$ cat config.mk
export PLATFORM = sky130hd
export DESIGN_NAME = alu_serial
export DESIGN_NICKNAME = d
export VERILOG_FILES = /design/src/rtl/alu_serial.sv
export SDC_FILE = /design/constraint.sdc
export NUM_CORES = 1
export LEC_CHECK = 0
export ABC_AREA = 1
export ABC_CLOCK_PERIOD_IN_PS = 5150
export CORE_ASPECT_RATIO = 1.1
export CORE_MARGIN = 4
export CORE_UTILIZATION = 53
export DETAILED_ROUTE_END_ITERATION = 12
export PLACE_DENSITY = 0.8
export SETUP_SLACK_MARGIN = 0.15
export SYNTH_ARGS = -nofsm -noshare
export SYNTH_HDL_FRONTEND = slang
export SYNTH_SLANG_ARGS = --single-unit
$ cat constraint.sdc
create_clock -name clk -period 5.15 [get_ports clk]
set_input_delay 0.515 -clock clk [delete_from_list [all_inputs] [get_ports clk]]
set_output_delay 0.515 -clock clk [all_outputs]
set_load 0.01 [all_outputs]
$ cat src/rtl/alu_serial.sv
// alu_serial: slice-serial ALU execute unit.
// Operands are consumed SLICE bits per cycle, LSB first, under a start/done
// handshake. The result, zero and illegal outputs only change on the edge
// that enters DONE, so downstream logic sees stable values between operations.
module alu_serial #(
  parameter int WIDTH = 32,
  parameter int SLICE = 4
) (
  input  logic             clk,
  input  logic             reset,
  input  logic             start,
  input  logic [2:0]       alucontrol,
  input  logic [WIDTH-1:0] srca,
  input  logic [WIDTH-1:0] srcb,
  output logic             ready,
  output logic             busy,
  output logic             done,
  output logic [WIDTH-1:0] result,
  output logic             zero,
  output logic             illegal
);

  localparam int NSLICE = WIDTH / SLICE;
  localparam int CW     = (NSLICE > 1) ? $clog2(NSLICE) : 1;

  localparam logic [2:0] OP_ADD = 3'b000;
  localparam logic [2:0] OP_SUB = 3'b001;
  localparam logic [2:0] OP_AND = 3'b010;
  localparam logic [2:0] OP_OR  = 3'b011;
  localparam logic [2:0] OP_SLT = 3'b101;

  typedef enum logic [1:0] {
    IDLE = 2'd0,
    RUN  = 2'd1,
    DONE = 2'd2
  } state_t;

  state_t           state_q, state_d;
  logic [CW-1:0]    cnt_q, cnt_d;
  logic             carry_q, carry_d;
  logic [2:0]       op_q, op_d;
  logic [WIDTH-1:0] a_q, a_d;
  logic [WIDTH-1:0] b_q, b_d;
  logic [WIDTH-1:0] acc_q, acc_d;
  logic [WIDTH-1:0] result_q, result_d;
  logic             zero_q, zero_d;
  logic             illegal_q, illegal_d;

  logic [SLICE-1:0] a_slice;
  logic [SLICE-1:0] b_slice;
  logic [SLICE-1:0] b_eff;
  logic [SLICE:0]   sum_ext;
  logic [SLICE-1:0] slice_res;
  logic             is_sub;
  logic             legal;
  logic             carry_msb_in;
  logic             ovf;
  logic             lt;
  logic             last_slice;

  // Slice datapath: one SLICE-wide adder/logic unit fed from the low bits of the operand shifters
  always_comb begin
    a_slice      = a_q[SLICE-1:0];
    b_slice      = b_q[SLICE-1:0];
    is_sub       = (op_q == OP_SUB) || (op_q == OP_SLT);
    legal        = (op_q == OP_ADD) || (op_q == OP_SUB) || (op_q == OP_AND) ||
                   (op_q == OP_OR)  || (op_q == OP_SLT);
    b_eff        = is_sub ? ~b_slice : b_slice;
    sum_ext      = {1'b0, a_slice} + {1'b0, b_eff} + {{SLICE{1'b0}}, carry_q};
    carry_msb_in = a_slice[SLICE-1] ^ b_eff[SLICE-1] ^ sum_ext[SLICE-1];
    ovf          = carry_msb_in ^ sum_ext[SLICE];
    lt           = sum_ext[SLICE-1] ^ ovf;
    last_slice   = (cnt_q == CW'(NSLICE - 1));
    case (op_q)
      OP_ADD, OP_SUB, OP_SLT: slice_res = sum_ext[SLICE-1:0];
      OP_AND:                 slice_res = a_slice & b_slice;
      OP_OR:                  slice_res = a_slice | b_slice;
      default:                slice_res = '0;
    endcase
  end

  // Next-state logic: accept in IDLE, shift one slice per RUN cycle, publish results on entry to DONE
  always_comb begin
    state_d   = state_q;
    cnt_d     = cnt_q;
    carry_d   = carry_q;
    op_d      = op_q;
    a_d       = a_q;
    b_d       = b_q;
    acc_d     = acc_q;
    result_d  = result_q;
    zero_d    = zero_q;
    illegal_d = illegal_q;
    case (state_q)
      IDLE: begin
        if (start) begin
          a_d     = srca;
          b_d     = srcb;
          op_d    = alucontrol;
          cnt_d   = '0;
          carry_d = (alucontrol == OP_SUB) || (alucontrol == OP_SLT);
          state_d = RUN;
        end
      end
      RUN: begin
        a_d     = a_q >> SLICE;
        b_d     = b_q >> SLICE;
        acc_d   = {slice_res, acc_q[WIDTH-1:SLICE]};
        carry_d = sum_ext[SLICE];
        cnt_d   = cnt_q + CW'(1);
        if (last_slice) begin
          cnt_d   = '0;
          carry_d = 1'b0;
          state_d = DONE;
          if (!legal) begin
            result_d = '0;
          end else if (op_q == OP_SLT) begin
            result_d = {{(WIDTH-1){1'b0}}, lt};
          end else begin
            result_d = acc_d;
          end
          zero_d    = (result_d == '0);
          illegal_d = !legal;
        end
      end
      DONE: begin
        state_d = IDLE;
      end
      default: begin
        state_d = IDLE;
      end
    endcase
  end

  // State and datapath registers, cleared asynchronously to the idle/zero-result condition
  always_ff @(posedge clk or posedge reset) begin
    if (reset) begin
      state_q   <= IDLE;
      cnt_q     <= '0;
      carry_q   <= 1'b0;
      op_q      <= '0;
      a_q       <= '0;
      b_q       <= '0;
      acc_q     <= '0;
      result_q  <= '0;
      zero_q    <= 1'b1;
      illegal_q <= 1'b0;
    end else begin
      state_q   <= state_d;
      cnt_q     <= cnt_d;
      carry_q   <= carry_d;
      op_q      <= op_d;
      a_q       <= a_d;
      b_q       <= b_d;
      acc_q     <= acc_d;
      result_q  <= result_d;
      zero_q    <= zero_d;
      illegal_q <= illegal_d;
    end
  end

  // Handshake flags decode straight from the state register so they follow an async reset immediately
  always_comb begin
    ready   = (state_q == IDLE);
    busy    = (state_q == RUN) || (state_q == DONE);
    done    = (state_q == DONE);
    result  = result_q;
    zero    = zero_q;
    illegal = illegal_q;
  end

endmodule
==> flow_summary.yaml <==
global_route:
  grt_pass1_vias: 5351
  grt_max_degree: 115
  antenna_found_initial: 0
  grt_usage: 0.224
  grt_pass1_wl_mm: 24.3
  globalRouteOverflowTotal: 0
timing:
  fmax_mhz: 309
  hold_violations: 0
  final.setup.tns_ps: 0
  slew-limit-headroom: 0.382
  skew_ps: 6.31
  setup_violations: 0
  fin_crit_ps: 3240
  period_share: 0.628
  worst_pin_slew_ps: 927
  rsz0062_at_grt: "no"
  slew_viol_final: 0
outcome:
  outcome: "completed"
pwr:
  p_leak_nw: 3.62
  p_sw_mw: 1.84
  seq_power_share: 0.354
  power.density_nw_per_um2: 597
  comb_power_share: 0.388
  max-vdd-ir-drop_mv: 0.320
  switching_share: 0.390
  intPower_mw: 2.87
  clkPwrFrac: 0.259
  finalPower_mw: 4.71
floorplanning:
  io-pin-count: 107
  initial_core_util: 0.542
  die_w_um: 111
  die_y_um: 121
  placementRows: 41
  die_area_um2: 13500
  design.core.area_um2: 11400
route:
  drc_errors: 0
  vias_per_cell: 5.38
  routed_wirelength_mm: 14.5
  drtIter0Drc: 371
  antenna_left: 0
  first_pass_iters: 5
  vias: 5243
  wire_per_inst_um: 14.9
critical_path:
  cp.arrival_ps: 3560
  crit_path_start: "state_q[1]"
  ff2ff_setup_slack_ps: 1910
  start_kind: "flip-flop"
  rr_worst_depth: 7
  critPathKind: "flip-flop to flip-flop"
  worstReg2RegStart: "state_q[1]"
  crit_path_max_fanout: 114
  r2r_end: "b_q[12]"
  end_kind: "flip-flop"
  endpoint: "b_q[12]"
  required_ps: 5470
yosys:
  async_reset_ff_frac: 1.00
  synth_top_area_cell: "dfrtp_1"
  synth_edf_count: 0
  yosys_warnings: 0
  syn_area_um2: 6200
  synth_top_cell_area_share: 0.540
  yosysSeqAreaShare: 0.545
  avgSynthCellArea_um2: 8.55
  synthFlopType: "dfrtp_1"
  ys_top_cells_by_area: "dfrtp_1, nand2_1, o21ai_0, o211ai_1, inv_1"
  synth_seq_cells: 135
  syn_nets: 806
  synthCells: 726
  synth.distinct_cells: 29
placed_design:
  post-dp-hpwl_mm: 9.73
  place.gp.congestion: 0.811
  io_buffers: 106
clocking:
  clk_path_buf_depth: 2
  cts_buffers: 17
  cts_setup_buffers: 0
  clk_latency_ps: 420
  cts-root-buf: "clkbuf_16"
  htreeDepth: 4
  cts_hold_buf: 0
  cts_resized: 0
  cts.sinks: 135
  cts_tree: "yes"
  clk_pin_slew_worst_paths_ps: 60
cells_and_area:
  final_common_cell: "nand2_1"
  multi_input_area_um2: 2280
  layout.nets: 892
  utilization: 0.690
  drive_gt1_frac: 0.0558
  final.fill_count: 878
  n_antenna_cell: 0
  layout.area.seq_um2: 3380
  areaGrowthSynthToFinish_pct: 27.2
  final_cell_mix: "nand2_1, dfrtp_1, o21ai_0"
run:
  maxCapViolCount: 0
worst_hold_path:
  hold_class: "flip-flop to flip-flop"
-- sequential cells by signal, indices dropped and copies added, names as in the netlist --
signal   count
illegal      1
zero         1
acc_q       28
b_q         32
result      32
a_q         32
state_q      2
op_q         3
cnt_q        3
carry_q      1
-- synth_stat cells (5+ instances only) --
cell / number
nand2_1: 194
nor2_1: 26
buf_2: 13
a21oi_1: 8
o21ai_1: 5
buf_1: 8
ha_1: 8
o21ai_0: 115
clkbuf_1: 18
inv_1: 92
nand3_1: 20
o211ai_1: 49
dfrtp_1: 134
a31oi_1: 8
-- cells by family (layout without fill, tap and decap cells) --
logic type | Yosys count | after routing | synth area share
simple gates | 246 | 246 | 0.155
compound gates | 193 | 193 | 0.180
buf+inv | 138 | 236 | 0.0915
flops | 135 | 135 | 0.545
fa+ha+maj | 10 | 10 | 0.0226
xor+xnor | 4 | 4 | 0.00565
-- worst min path at each step --
stage / start / endpoint / slack, ps / cells after the start
floorplan: acc_q[6] / acc_q[6] / 450 / 2
global placement: zero / zero / 460 / 2
detailed placement: zero / zero / 460 / 2
CTS: zero / zero / 470 / 2
global route: zero / zero / 490 / 2
finish: zero / zero / 470 / 2
-- per-stage QoR --
stage               area [µm²]  cells  setup slack, ps  hold slack [ps]
floorplan                 6200    726             1030              453
global placement          7300    943             2150              461
detailed placement        7300    943             2030              463
CTS                       7900    974             1980              473
global route              7900    974             1590              491
finish                    7900    974             1910              473
-- worst max-delay path: stages (launching register included) --
cell,delay (ps)
dfrtp_1,380
inv_1,140
ha_4,430
inv_2,420
o21ai_4,500
buf_4,790
o211ai_1,250
o21ai_0,160
-- final cells by class --
cell class	instances	area share
repair buffers	111	0.139
flip-flops and latches	135	0.428
clock buffers	19	0.0561
clock inverters	12	0.0195
well taps	150	0.0238
inverters	94	0.0450
multi-input cells	453	0.288
-- power groups by stage --
stage / combinational, mW / clock (mW) / sequential, mW
2_1_floorplan: 1.39 / 0 / 1.62
3_3_place_gp: 1.70 / 0 / 1.66
3_5_place_dp: 1.79 / 0 / 1.68
4_1_cts: 1.83 / 1.23 / 1.67
5_1_grt: 2.11 / 1.28 / 1.71
6_report: 1.83 / 1.22 / 1.67
-- metal layers --
layer,GRT usage,wire (µm),share of wire,vias to the layer above
li1,-,-,-,2522
met1,0.263,5800,0.40,2515
met2,0.383,7290,0.50,169
met3,0.0668,994,0.069,37
met4,0.0966,414,0.029,0
met5,0,0,0,-
(Power assumes the default switching activity.)
